File: config.mk
export PLATFORM = sky130hd
export DESIGN_NAME = tsic_mc_cntrl_flat
export DESIGN_NICKNAME = d
export VERILOG_FILES = /design/src/rtl/tsic_mc_cntrl_if.sv /design/src/rtl/tsic_mc_cntrl.sv /design/src/flat_wrapper.sv
export SDC_FILE = /design/constraint.sdc
export NUM_CORES = 1
export LEC_CHECK = 0
export ABC_CLOCK_PERIOD_IN_PS = 4800
export BUFFER_PORTS_ARGS = -buffer_cell sky130_fd_sc_hd__buf_4
export CAP_MARGIN = 40
export CORE_UTILIZATION = 40
export CTS_CLUSTER_SIZE = 28
export DETAILED_ROUTE_END_ITERATION = 10
export SYNTH_ARGS = -nofsm -noshare
export SYNTH_HDL_FRONTEND = slang
export SYNTH_SLANG_ARGS = --single-unit
File: constraint.sdc
create_clock -name clk -period 4.8 [get_ports clk]
set_clock_uncertainty 0.05 [all_clocks]
set_input_delay 0.96 -clock clk [delete_from_list [all_inputs] [get_ports clk]]
set_output_delay 0.96 -clock clk [all_outputs]
set_load 0.1 [all_outputs]
File: src/rtl/tsic_mc_cntrl_if.sv
// Command/A2D/EEPROM/transmit signal bundle for tsic_mc_cntrl.
// NUM_CH must match the NUM_CH of the controller the bundle is attached to.
interface tsic_mc_cntrl_if #(
  parameter int NUM_CH = 4
);
  localparam int CH_W = $clog2(NUM_CH);

  logic            cmd_rdy;
  logic [CH_W+1:0] cmd;
  logic            cmplt;
  logic            tx_done;
  logic            strt;
  logic [CH_W-1:0] ch_sel;
  logic            WE;
  logic [CH_W:0]   addr;
  logic            wrtTmp;
  logic            mult;
  logic            trmt;
  logic            busy;
  logic            err;

  modport master (
    input  cmd_rdy, cmd, cmplt, tx_done,
    output strt, ch_sel, WE, addr, wrtTmp, mult, trmt, busy, err
  );

  modport slave (
    output cmd_rdy, cmd, cmplt, tx_done,
    input  strt, ch_sel, WE, addr, wrtTmp, mult, trmt, busy, err
  );
endinterface

File: src/rtl/tsic_mc_cntrl.sv
// Multi-channel temperature sensor controller: calibration writes, per-channel
// or sweep conversion sequencing with conversion timeout, and transmit handshake.
module tsic_mc_cntrl #(
  parameter int NUM_CH  = 4,
  parameter int TMO_CYC = 1024
) (
  input logic             clk,
  input logic             rst_n,
  tsic_mc_cntrl_if.master bus
);
  localparam int CH_W  = $clog2(NUM_CH);
  localparam int CNT_W = $clog2(TMO_CYC);
  localparam logic [CH_W-1:0]  LAST_CH  = CH_W'(NUM_CH - 1);
  localparam logic [CNT_W-1:0] TMO_LAST = CNT_W'(TMO_CYC - 1);
  localparam logic [1:0] OP_CONV  = 2'b10;
  localparam logic [1:0] OP_SWEEP = 2'b11;

  typedef enum logic [2:0] {
    ST_IDLE    = 3'd0,
    ST_WR_CAL  = 3'd1,
    ST_CONV    = 3'd2,
    ST_OFFS    = 3'd3,
    ST_GAIN    = 3'd4,
    ST_XMIT    = 3'd5,
    ST_TX_WAIT = 3'd6
  } state_e;

  state_e           state_q, state_d;
  logic [CH_W-1:0]  ch_q, ch_d;
  logic [CH_W-1:0]  ch_sel_q, ch_sel_d;
  logic             sweep_q, sweep_d;
  logic             err_q, err_d;
  logic             cal_sel_q, cal_sel_d;
  logic [CNT_W-1:0] cnt_q, cnt_d;
  logic             strt_s;

  logic             we_q, we_d;
  logic [CH_W:0]    addr_q, addr_d;
  logic             wrt_tmp_q, wrt_tmp_d;
  logic             mult_q, mult_d;
  logic             trmt_q, trmt_d;
  logic             busy_q, busy_d;

  logic [1:0]       op_s;
  logic [CH_W-1:0]  cmd_ch_s;
  logic             ch_ok_s;

  assign op_s     = bus.cmd[CH_W+1:CH_W];
  assign cmd_ch_s = bus.cmd[CH_W-1:0];
  // Widened compare so the range check stays meaningful when NUM_CH is a power of two.
  assign ch_ok_s  = ({1'b0, cmd_ch_s} < (CH_W+1)'(NUM_CH));

  // Next-state, channel bookkeeping, timeout counter and Mealy strt.
  always_comb begin
    state_d   = state_q;
    ch_d      = ch_q;
    ch_sel_d  = ch_sel_q;
    sweep_d   = sweep_q;
    err_d     = err_q;
    cal_sel_d = cal_sel_q;
    cnt_d     = '0;
    strt_s    = 1'b0;
    case (state_q)
      ST_IDLE: begin
        if (bus.cmd_rdy) begin
          if ((op_s != OP_SWEEP) && !ch_ok_s) begin
            err_d = 1'b1;
          end else begin
            err_d     = 1'b0;
            cal_sel_d = op_s[0];
            if (op_s == OP_SWEEP) begin
              ch_d     = '0;
              ch_sel_d = '0;
              sweep_d  = 1'b1;
              strt_s   = 1'b1;
              state_d  = ST_CONV;
            end else if (op_s == OP_CONV) begin
              ch_d     = cmd_ch_s;
              ch_sel_d = cmd_ch_s;
              sweep_d  = 1'b0;
              strt_s   = 1'b1;
              state_d  = ST_CONV;
            end else begin
              ch_d    = cmd_ch_s;
              sweep_d = 1'b0;
              state_d = ST_WR_CAL;
            end
          end
        end else begin
          state_d = ST_IDLE;
        end
      end
      ST_WR_CAL: state_d = ST_TX_WAIT;
      ST_CONV: begin
        // A cmplt arriving in the last allowed cycle still counts as success.
        if (bus.cmplt) begin
          state_d = ST_OFFS;
        end else if (cnt_q == TMO_LAST) begin
          err_d   = 1'b1;
          sweep_d = 1'b0;
          state_d = ST_IDLE;
        end else begin
          cnt_d = cnt_q + CNT_W'(1);
        end
      end
      ST_OFFS: state_d = ST_GAIN;
      ST_GAIN: state_d = ST_XMIT;
      ST_XMIT: state_d = ST_TX_WAIT;
      ST_TX_WAIT: begin
        if (bus.tx_done) begin
          if (sweep_q && (ch_q < LAST_CH)) begin
            ch_d     = ch_q + CH_W'(1);
            ch_sel_d = ch_q + CH_W'(1);
            strt_s   = 1'b1;
            state_d  = ST_CONV;
          end else begin
            sweep_d = 1'b0;
            state_d = ST_IDLE;
          end
        end else begin
          state_d = ST_TX_WAIT;
        end
      end
      default: state_d = ST_IDLE;
    endcase
  end

  // Output decode from the upcoming state so every Moore output leaves a flop.
  always_comb begin
    we_d      = 1'b0;
    addr_d    = '0;
    wrt_tmp_d = 1'b0;
    mult_d    = 1'b0;
    trmt_d    = 1'b0;
    busy_d    = (state_d != ST_IDLE);
    case (state_d)
      ST_WR_CAL: begin
        we_d   = 1'b1;
        addr_d = {ch_d, cal_sel_d};
        trmt_d = 1'b1;
      end
      ST_OFFS: begin
        wrt_tmp_d = 1'b1;
        addr_d    = {ch_d, 1'b0};
      end
      ST_GAIN: begin
        wrt_tmp_d = 1'b1;
        mult_d    = 1'b1;
        addr_d    = {ch_d, 1'b1};
      end
      ST_XMIT: begin
        trmt_d = 1'b1;
        mult_d = 1'b1;
        addr_d = {ch_d, 1'b1};
      end
      default: addr_d = '0;
    endcase
  end

  // State, bookkeeping and output registers with synchronous active-low reset.
  always_ff @(posedge clk) begin
    if (!rst_n) begin
      state_q   <= ST_IDLE;
      ch_q      <= '0;
      ch_sel_q  <= '0;
      sweep_q   <= 1'b0;
      err_q     <= 1'b0;
      cal_sel_q <= 1'b0;
      cnt_q     <= '0;
      we_q      <= 1'b0;
      addr_q    <= '0;
      wrt_tmp_q <= 1'b0;
      mult_q    <= 1'b0;
      trmt_q    <= 1'b0;
      busy_q    <= 1'b0;
    end else begin
      state_q   <= state_d;
      ch_q      <= ch_d;
      ch_sel_q  <= ch_sel_d;
      sweep_q   <= sweep_d;
      err_q     <= err_d;
      cal_sel_q <= cal_sel_d;
      cnt_q     <= cnt_d;
      we_q      <= we_d;
      addr_q    <= addr_d;
      wrt_tmp_q <= wrt_tmp_d;
      mult_q    <= mult_d;
      trmt_q    <= trmt_d;
      busy_q    <= busy_d;
    end
  end

  // strt is Mealy; masking with rst_n keeps it quiet while reset is held.
  assign bus.strt   = strt_s & rst_n;
  assign bus.ch_sel = ch_sel_q;
  assign bus.WE     = we_q;
  assign bus.addr   = addr_q;
  assign bus.wrtTmp = wrt_tmp_q;
  assign bus.mult   = mult_q;
  assign bus.trmt   = trmt_q;
  assign bus.busy   = busy_q;
  assign bus.err    = err_q;
endmodule

File: src/flat_wrapper.sv
// flat-port wrapper written by rule: the top's interface ports become plain ports
module tsic_mc_cntrl_flat 
#(
  parameter int NUM_CH  = 4,
  parameter int TMO_CYC = 1024
)
  (clk, rst_n, bus_cmd_rdy, bus_cmd, bus_cmplt, bus_tx_done, bus_strt, bus_ch_sel, bus_WE, bus_addr, bus_wrtTmp, bus_mult, bus_trmt, bus_busy, bus_err);
  tsic_mc_cntrl_if #(.NUM_CH(NUM_CH)) bus_i ();
  input logic clk;
  input logic rst_n;
  input wire logic [$bits(bus_i.cmd_rdy)-1:0] bus_cmd_rdy;
  input wire logic [$bits(bus_i.cmd)-1:0] bus_cmd;
  input wire logic [$bits(bus_i.cmplt)-1:0] bus_cmplt;
  input wire logic [$bits(bus_i.tx_done)-1:0] bus_tx_done;
  output wire logic [$bits(bus_i.strt)-1:0] bus_strt;
  output wire logic [$bits(bus_i.ch_sel)-1:0] bus_ch_sel;
  output wire logic [$bits(bus_i.WE)-1:0] bus_WE;
  output wire logic [$bits(bus_i.addr)-1:0] bus_addr;
  output wire logic [$bits(bus_i.wrtTmp)-1:0] bus_wrtTmp;
  output wire logic [$bits(bus_i.mult)-1:0] bus_mult;
  output wire logic [$bits(bus_i.trmt)-1:0] bus_trmt;
  output wire logic [$bits(bus_i.busy)-1:0] bus_busy;
  output wire logic [$bits(bus_i.err)-1:0] bus_err;
  assign bus_i.cmd_rdy = bus_cmd_rdy;
  assign bus_i.cmd = bus_cmd;
  assign bus_i.cmplt = bus_cmplt;
  assign bus_i.tx_done = bus_tx_done;
  assign bus_strt = bus_i.strt;
  assign bus_ch_sel = bus_i.ch_sel;
  assign bus_WE = bus_i.WE;
  assign bus_addr = bus_i.addr;
  assign bus_wrtTmp = bus_i.wrtTmp;
  assign bus_mult = bus_i.mult;
  assign bus_trmt = bus_i.trmt;
  assign bus_busy = bus_i.busy;
  assign bus_err = bus_i.err;
  tsic_mc_cntrl #(.NUM_CH(NUM_CH), .TMO_CYC(TMO_CYC)) u_core (.clk(clk), .rst_n(rst_n), .bus(bus_i));
endmodule
==> results of run 1 <==
[power groups by stage]
| stage | combinational, W | sequential (W) | clock, W |
|---|---|---|---|
| 6_report | 0.000284 | 0.000295 | 0.000111 |
| 5_1_grt | 0.000300 | 0.000300 | 0.000128 |
| 4_1_cts | 0.000285 | 0.000294 | 0.000118 |
| 3_5_place_dp | 0.000284 | 0.000299 | 0 |
| 3_3_place_gp | 0.000284 | 0.000299 | 0 |
| 2_1_floorplan | 0.000131 | 0.000401 | 0 |
[through the flow]
stage	power [W]	utilization	std cells	worst slack (ps)	instance area, sq um
after global placement	0.0005832	0.4893	208	1452	1543
after CTS	0.0006966	0.5008	212	1417	1579
after floorplan	0.0005315	-	151	1313	1375
after detailed placement	0.0005831	0.4893	208	1428	1543
final	0.0006897	0.5008	212	1425	1579
after global routing	0.0007269	0.5008	212	1362	1579
[cells by family (layout without fill, tap and decap cells)]
family	after synthesis	in the layout	share of synthesized area
AO/OA/AOI/OAI	30	30	0.1847
AND/OR/NAND/NOR	64	64	0.2657
multiplexers	2	2	0.01456
flip-flops	28	28	0.4076
XOR/XNOR	9	9	0.05732
adder cells (fa/ha/maj)	2	2	0.01820
buffers and inverters	16	33	0.05187
[area by class of cell]
class                      instances  area share
inverter                           9     0.02139
timing repair buffer              20     0.09509
clock buffer                       4     0.02298
tap                               44     0.03487
multi-input combinational        107      0.4707
sequential                        28      0.3550
[state kept, by name, summed over array words and instances (netlist names), 2 cells and up]
| register | flops |
|---|---|
| u_core.cnt_q | 10 |
| u_core.bus.addr | 3 |
| u_core.bus.ch_sel | 2 |
| u_core.state_q | 3 |
| u_core.ch_q | 2 |
[synth_stat cells, types with 2 or more instances]
cell	number
sky130_fd_sc_hd__a21oi_1	3
sky130_fd_sc_hd__a31oi_1	3
sky130_fd_sc_hd__and2_1	2
sky130_fd_sc_hd__and3_1	2
sky130_fd_sc_hd__buf_2	6
sky130_fd_sc_hd__dfxtp_1	28
sky130_fd_sc_hd__ha_1	2
sky130_fd_sc_hd__inv_1	8
sky130_fd_sc_hd__mux2i_1	2
sky130_fd_sc_hd__nand2_1	12
sky130_fd_sc_hd__nand2b_1	7
sky130_fd_sc_hd__nand3_1	4
sky130_fd_sc_hd__nor2_1	18
sky130_fd_sc_hd__nor2b_1	5
sky130_fd_sc_hd__o211a_1	2
sky130_fd_sc_hd__o211ai_1	2
sky130_fd_sc_hd__o21ai_0	2
sky130_fd_sc_hd__o21ai_1	2
sky130_fd_sc_hd__xnor2_1	4
sky130_fd_sc_hd__xor2_1	5
[worst min path at each step]
stage | depth (start not counted) | from | end
after floorplan | 1 | u_core.cnt_q[0]$_SDFF_PP0_ | u_core.cnt_q[0]$_SDFF_PP0_
after global placement | 1 | u_core.cnt_q[0]$_SDFF_PP0_ | u_core.cnt_q[0]$_SDFF_PP0_
after detailed placement | 1 | u_core.cnt_q[0]$_SDFF_PP0_ | u_core.cnt_q[0]$_SDFF_PP0_
after CTS | 1 | u_core.cnt_q[0]$_SDFF_PP0_ | u_core.cnt_q[0]$_SDFF_PP0_
after global routing | 1 | u_core.cnt_q[0]$_SDFF_PP0_ | u_core.cnt_q[0]$_SDFF_PP0_
final | 1 | u_core.cnt_q[0]$_SDFF_PP0_ | u_core.cnt_q[0]$_SDFF_PP0_
[cell usage in the layout (no fill, tap or decap), types with 2 or more instances in the layout]
cell type	n
sky130_fd_sc_hd__a21oi_1	3
sky130_fd_sc_hd__nor2_1	18
sky130_fd_sc_hd__dfxtp_1	28
sky130_fd_sc_hd__nand2_1	12
sky130_fd_sc_hd__and3_1	2
sky130_fd_sc_hd__xnor2_1	4
sky130_fd_sc_hd__and2_1	2
sky130_fd_sc_hd__o211a_1	2
sky130_fd_sc_hd__nand2b_1	7
sky130_fd_sc_hd__ha_1	2
sky130_fd_sc_hd__o21ai_1	2
sky130_fd_sc_hd__clkbuf_4	3
sky130_fd_sc_hd__nand3_1	4
sky130_fd_sc_hd__inv_1	8
sky130_fd_sc_hd__mux2i_1	2
sky130_fd_sc_hd__o211ai_1	2
sky130_fd_sc_hd__nor2b_1	5
sky130_fd_sc_hd__buf_4	20
sky130_fd_sc_hd__a31oi_1	3
sky130_fd_sc_hd__xor2_1	5
sky130_fd_sc_hd__o21ai_0	2
[metal layers]
layer,global-route usage,vias up,wire length [um]
li1,-,567,-
met2,0.2637,8,1261
met1,0.2110,506,1251
met5,0,-,0
met4,0.05844,0,21
met3,0.02559,2,61
==> results.md, run 1 <==
### Yosys
* 0 — number of flops mapped to enable cells by yosys
* sky130_fd_sc_hd__dfxtp_1 — top cell type by total area after synthesis
* 0.4076 — sequential element share of the synthesized area
* 0 — yosys warns
* 28 — total of flip-flops plus latches after synthesis
* sky130_fd_sc_hd__dfxtp_1, sky130_fd_sc_hd__nor2_1, sky130_fd_sc_hd__nand2_1 — synth top area cells
* 0 — post-synthesis async set-or-reset flop share
* 151 — Cells after Synth
* 9.106 sq um — mean area per synthesized cell
* 52 — Cell variety after synth
* sky130_fd_sc_hd__dfxtp_1 — Most used DFF post-synth
* 0.4076 — fraction of synthesized cell area taken by the top area cell type
* 1375 sq um — Syn Std Cell Area
* 162 — post-synth net total

### Worst setup path
* sky130_fd_sc_hd__buf_4 — dominant cell type by count on the critical path
* simple AND/OR/NAND/NOR gates — family with the most delay on the worst path
* 3790 ps — required time of the critical path
* output pin — critical path capture point type
* 630 ps — crit-path max cell delay
* primary input — launching element type of the critical path
* in2out — WS Path Type
* 5 — total number of cells along the worst setup path
* 2370 ps — worst path arrival time
* bus_strt — end point of the critical path
* buf_4 > or4b_1 > o22ai_4 > and2_1 > buf_4 — cells along the critical path
* u_core.bus.addr[0]$_SDFF_PN0_ — RR Endpoint
* bus_cmd_rdy — launch point of the worst path
* 2 — WP buf/inv
* 2680 ps — Worst R2R Setup Slack
* 4 — cell depth of the worst flop-to-flop path
* sky130_fd_sc_hd__or4b_1 — master of the slowest instance on the critical path
* 7 — maximum fanout count along the critical path
* u_core.state_q[1]$_SDFF_PN0_ — startpoint of the worst register-to-register path

### Hold path
* reg2reg — worst min path class

### Drt
* 4 — iteration count of the initial detailed-routing pass
* 48 — number of DRC markers after the initial detailed-route iteration
* 0 — Final ANT Viol Nets
* 1083 — vias
* 12.25 um — drt wl/cell
* 5.108 — mean number of vias per cell
* 2.596 mm — post-detailed-routing wire length
* 0 — Post-route DRC

### Pwr
* 0.0003025 W — net load switching power
* 436.8 nW/um^2 — total power density per cell area
* 0.428 — relative contribution of sequential cells to total power
* 269.8 uV — maximum ir drop on the vdd rail
* 0.161 — share of total power in the clock network
* 0.0003872 W — total internal power
* 0.6517 nW — leakage component of the power
* 0.411 — fraction of power consumed by combinational cells
* 0.4386 — proportion of total power due to net switching

### Timing
* 708.6 ps — actual transition at the worst max-transition pin
* false — setup repair after global routing missed its margin
* 0.7032 — Final period util
* 3375 ps — shortest period the worst path allows
* 0 ps — setup TNS after final layout
* 0 — final hold violations
* 0 — number of setup violations in the final report
* 0 — number of max-slew violations in the final report
* 0.5270 — worst rel slew slack
* 296.3 MHz — upper clock frequency limit
* 437.8 ps — Final Hold Slack

### GRT
* 0 — remaining global-route overflow
* 4.388 mm — global-route wire length before repair
* 999 — vias in the first global route
* 0 — initial antenna violation count
* 23 — largest net degree at the start of global routing
* 0.1598 — overall fraction of global-route tracks in use

### Clock tree
* 0 — post_cts resized
* 140 ps — clock transition time at the flip-flop clock pins of the worst setup and hold paths
* 3 — Inserted Clock Buffers
* 28 — clock sink total
* 0 — number of setup buffers added after CTS
* 2 — maximum count of clock buffers along a single path
* 1 — H-tree depth reported by CTS
* done — clock tree from TritonCTS
* sky130_fd_sc_hd__clkbuf_4 — cell chosen for the clock root
* 0 — hold-fix buffer count after cts
* 320 ps — worst skew pair latency

### Finish
* 560.5 sq um — storage element area
* 180 — number of nets in the finished design
* 743.2 sq um — multi-input logic area
* 0 — Antenna diodes
* 0.2083 — fraction of final layout cells sized beyond drive strength 1
* 312 — number of fillers in the final layout
* 14.83% — synthesis-to-layout area growth

### Floorplanning
* 3676 sq um — Die Footprint
* 60.63 um — width of the die
* 3153 sq um — Std-Cell Core Area
* 21 — number of ports placed on the die boundary
* 20 — placement row count
* 60.63 um — DIE HEIGHT
* 0.4361 — initial standard-cell utilization of the core

### Status
* finished, final reports clean — run status

### Placement
* 20 — PortBufs
* 1.932 mm — placed wire-length estimate after detailed placement
* 0.7935 — GP Congestion

### Run
* 0 — max capacitance violation total

Power figures use the tool's default switching activity.
==> run 2, diff against run 1 <==
--- a/config.mk
+++ b/config.mk
@@ -5,7 +5,7 @@
 export SDC_FILE = /design/constraint.sdc
 export NUM_CORES = 1
 export LEC_CHECK = 0
-export ABC_CLOCK_PERIOD_IN_PS = 4800
+export ABC_CLOCK_PERIOD_IN_PS = 3500
 export BUFFER_PORTS_ARGS = -buffer_cell sky130_fd_sc_hd__buf_4
 export CAP_MARGIN = 40
 export CORE_UTILIZATION = 40
==> constraint.sdc (replaced) <==
create_clock -name clk -period 3.5 [get_ports clk]
set_clock_uncertainty 0.05 [all_clocks]
set_input_delay 0.7 -clock clk [delete_from_list [all_inputs] [get_ports clk]]
set_output_delay 0.7 -clock clk [all_outputs]
set_load 0.1 [all_outputs]
==> run 2 against run 1 <==
Net effect: critical path depth down 1; critical endpoint unchanged; final cell count up 0.47%; largest power group is now combinational logic; wire length grew 1.8%; register-to-register slack got worse by 1300 ps.
==> results.md, run 2 (synthesis gave the netlist of run 1 again) <==
### Timing
* 0.8479 — Final period util
* 0 — number of setup violations in the final report, unchanged
* 0 — number of max-slew violations in the final report, unchanged
* 0 — final hold violations, unchanged
* 467.1 ps — actual transition at the worst max-transition pin, -241.5 ps
* 337.0 MHz — upper clock frequency limit
* 0.6882 — worst rel slew slack, +0.1612
* 0 ps — setup TNS after final layout, unchanged
* false — setup repair after global routing missed its margin
* 2967 ps — shortest period the worst path allows

### Worst setup path
* u_core.bus.addr[0]$_SDFF_PN0_ — RR Endpoint
* 2750 ps — required time of the critical path, -1040 ps
* 4 — total number of cells along the worst setup path, -1
* 1 — WP buf/inv, -1
* 15 — maximum fanout count along the critical path, +8
* or4b_1 > o22ai_4 > and2_1 > buf_4 — cells along the critical path
* bus_strt — end point of the critical path
* simple AND/OR/NAND/NOR gates — family with the most delay on the worst path
* 2220 ps — worst path arrival time, -150 ps
* u_core.state_q[2]$_SDFF_PN0_ — launch point of the worst path
* output pin — critical path capture point type
* flop — launching element type of the critical path
* sky130_fd_sc_hd__or4b_1 — master of the slowest instance on the critical path
* u_core.state_q[2]$_SDFF_PN0_ — startpoint of the worst register-to-register path
* reg2out — WS Path Type
* 1430 ps — Worst R2R Setup Slack, -1250 ps
* 4 — cell depth of the worst flop-to-flop path, unchanged
* 750 ps — crit-path max cell delay, +120 ps

### Finish
* 10 — number of flip-flops in the largest register, unchanged
* u_core.cnt_q — Largest Register
* 16.56% — synthesis-to-layout area growth
* sky130_fd_sc_hd__dfxtp_1 — commonest non-fill, non-tap cell in the layout
* 0 — Antenna diodes, unchanged
* sky130_fd_sc_hd__dfxtp_1, sky130_fd_sc_hd__buf_4, sky130_fd_sc_hd__nor2_1 — commonest cells after routing, fill and taps aside
* 181 — number of nets in the finished design, +0.56%
* 0.2130 — fraction of final layout cells sized beyond drive strength 1, +0.004684

### Floorplanning
* 21 — number of ports placed on the die boundary, unchanged
* 0.4361 — initial standard-cell utilization of the core, unchanged
* 60.63 um — width of the die, unchanged
* 3153 sq um — Std-Cell Core Area, unchanged
* 3676 sq um — Die Footprint, unchanged
* 20 — placement row count, unchanged
* 60.63 um — DIE HEIGHT, unchanged

### GRT
* 0.1703 — overall fraction of global-route tracks in use, +0.01053
* 17 — largest net degree at the start of global routing, -26%
* 0 — initial antenna violation count, unchanged
* 0 — remaining global-route overflow, unchanged
* 1084 — vias in the first global route, +8.5%
* 4.740 mm — global-route wire length before repair, +8.0%

### Clock tree
* 1 — H-tree depth reported by CTS, unchanged
* 3 — Inserted Clock Buffers, unchanged
* 320 ps — worst skew pair latency, about the same
* 28 — clock sink total, unchanged
* done — clock tree from TritonCTS
* 2 — maximum count of clock buffers along a single path, unchanged
* 0 — hold-fix buffer count after cts, unchanged
* 0 — number of setup buffers added after CTS, unchanged
* 140 ps — clock transition time at the flip-flop clock pins of the worst setup and hold paths, about the same
* 0 — post_cts resized, unchanged
* sky130_fd_sc_hd__clkbuf_4 — cell chosen for the clock root

### Drt
* 2.644 mm — post-detailed-routing wire length, +1.8%
* 37 — number of DRC markers after the initial detailed-route iteration, -23%
* 4 — iteration count of the initial detailed-routing pass, unchanged
* 12.41 um — drt wl/cell, +1.4%
* 5.333 — mean number of vias per cell, +4.4%
* 0 — Post-route DRC, unchanged
* 0 — Final ANT Viol Nets, unchanged
* 1136 — vias, +4.9%

### Hold path
* reg2reg — worst min path class

### Pwr
* 355.1 uV — maximum ir drop on the vdd rail, +32%
* 0.6638 nW — leakage component of the power, +1.9%
* 629.0 nW/um^2 — total power density per cell area, +44%
* 0.001008 W — post-route total power, +46%

### Run
* 0 — max capacitance violation total, unchanged

### Status
* finished, final reports clean — run status

### Placement
* 2.079 mm — placed wire-length estimate after detailed placement, +7.6%
* 20 — PortBufs, unchanged
* 0.8293 — GP Congestion, +4.5%

run 2: cell types whose count changed in the layout (fill, tap and decap cells not counted):
cell,change
sky130_fd_sc_hd__clkbuf_8,-1
sky130_fd_sc_hd__buf_4,+1
sky130_fd_sc_hd__bufinv_16,+1
run 2: layout make-up:
cell class,instances,area [sq um]
multi-input combinational,107,743.2
clock buffer,3,22.52
inverter,9,33.78
sequential,28,560.5
clock inverter,1,30.03
tap,44,55.05
timing repair buffer,21,157.7
fill,326,1550
run 2: through the flow:
stage / hold WS [ps] / util / setup WS, ps / instances / area (sq um)
CTS: 431.5 / 0.5083 / 514.2 / 213 / 1603
floorplan: 376.1 / - / 532.7 / 151 / 1375
detailed placement: 399.5 / 0.4917 / 659.8 / 209 / 1550
global route: 477.5 / 0.5083 / 385.3 / 213 / 1603
finish: 427.8 / 0.5083 / 532.5 / 213 / 1603
global placement: 393.5 / 0.4917 / 664.9 / 209 / 1550
run 2: worst reg2reg max path, cell delays in order, from the launching register on:
cell                      delay (ps)
sky130_fd_sc_hd__dfxtp_1         480
sky130_fd_sc_hd__or4b_1          750
sky130_fd_sc_hd__mux2i_1         230
sky130_fd_sc_hd__or4_1           420
sky130_fd_sc_hd__o21ai_1          80
run 2: where the power goes:
group          total, W  switching (W)  leakage [nW]  internal, W
clock network  0.000207      0.0000915        0.0279     0.000116
registers      0.000393      0.0000365         0.228     0.000357
logic          0.000408       0.000292         0.408     0.000115
total           0.00101       0.000420         0.664     0.000588
run 2: worst min path at each step:
stage,from,endpoint,slack (ps),cells past startpoint
after floorplan,u_core.cnt_q[0]$_SDFF_PP0_,u_core.cnt_q[0]$_SDFF_PP0_,380,1
after global placement,u_core.cnt_q[0]$_SDFF_PP0_,u_core.cnt_q[0]$_SDFF_PP0_,390,1
after detailed placement,u_core.cnt_q[0]$_SDFF_PP0_,u_core.cnt_q[0]$_SDFF_PP0_,400,1
after CTS,u_core.cnt_q[0]$_SDFF_PP0_,u_core.cnt_q[0]$_SDFF_PP0_,430,1
after global routing,u_core.cnt_q[0]$_SDFF_PP0_,u_core.cnt_q[0]$_SDFF_PP0_,480,1
final,u_core.cnt_q[0]$_SDFF_PP0_,u_core.cnt_q[0]$_SDFF_PP0_,430,1
run 2: layer usage:
layer | part of all wire | track usage
met1 | 0.46 | 0.2301
met2 | 0.49 | 0.2763
met3 | 0.043 | 0.02559
met4 | 0.0057 | 0.06169
met5 | 0 | 0
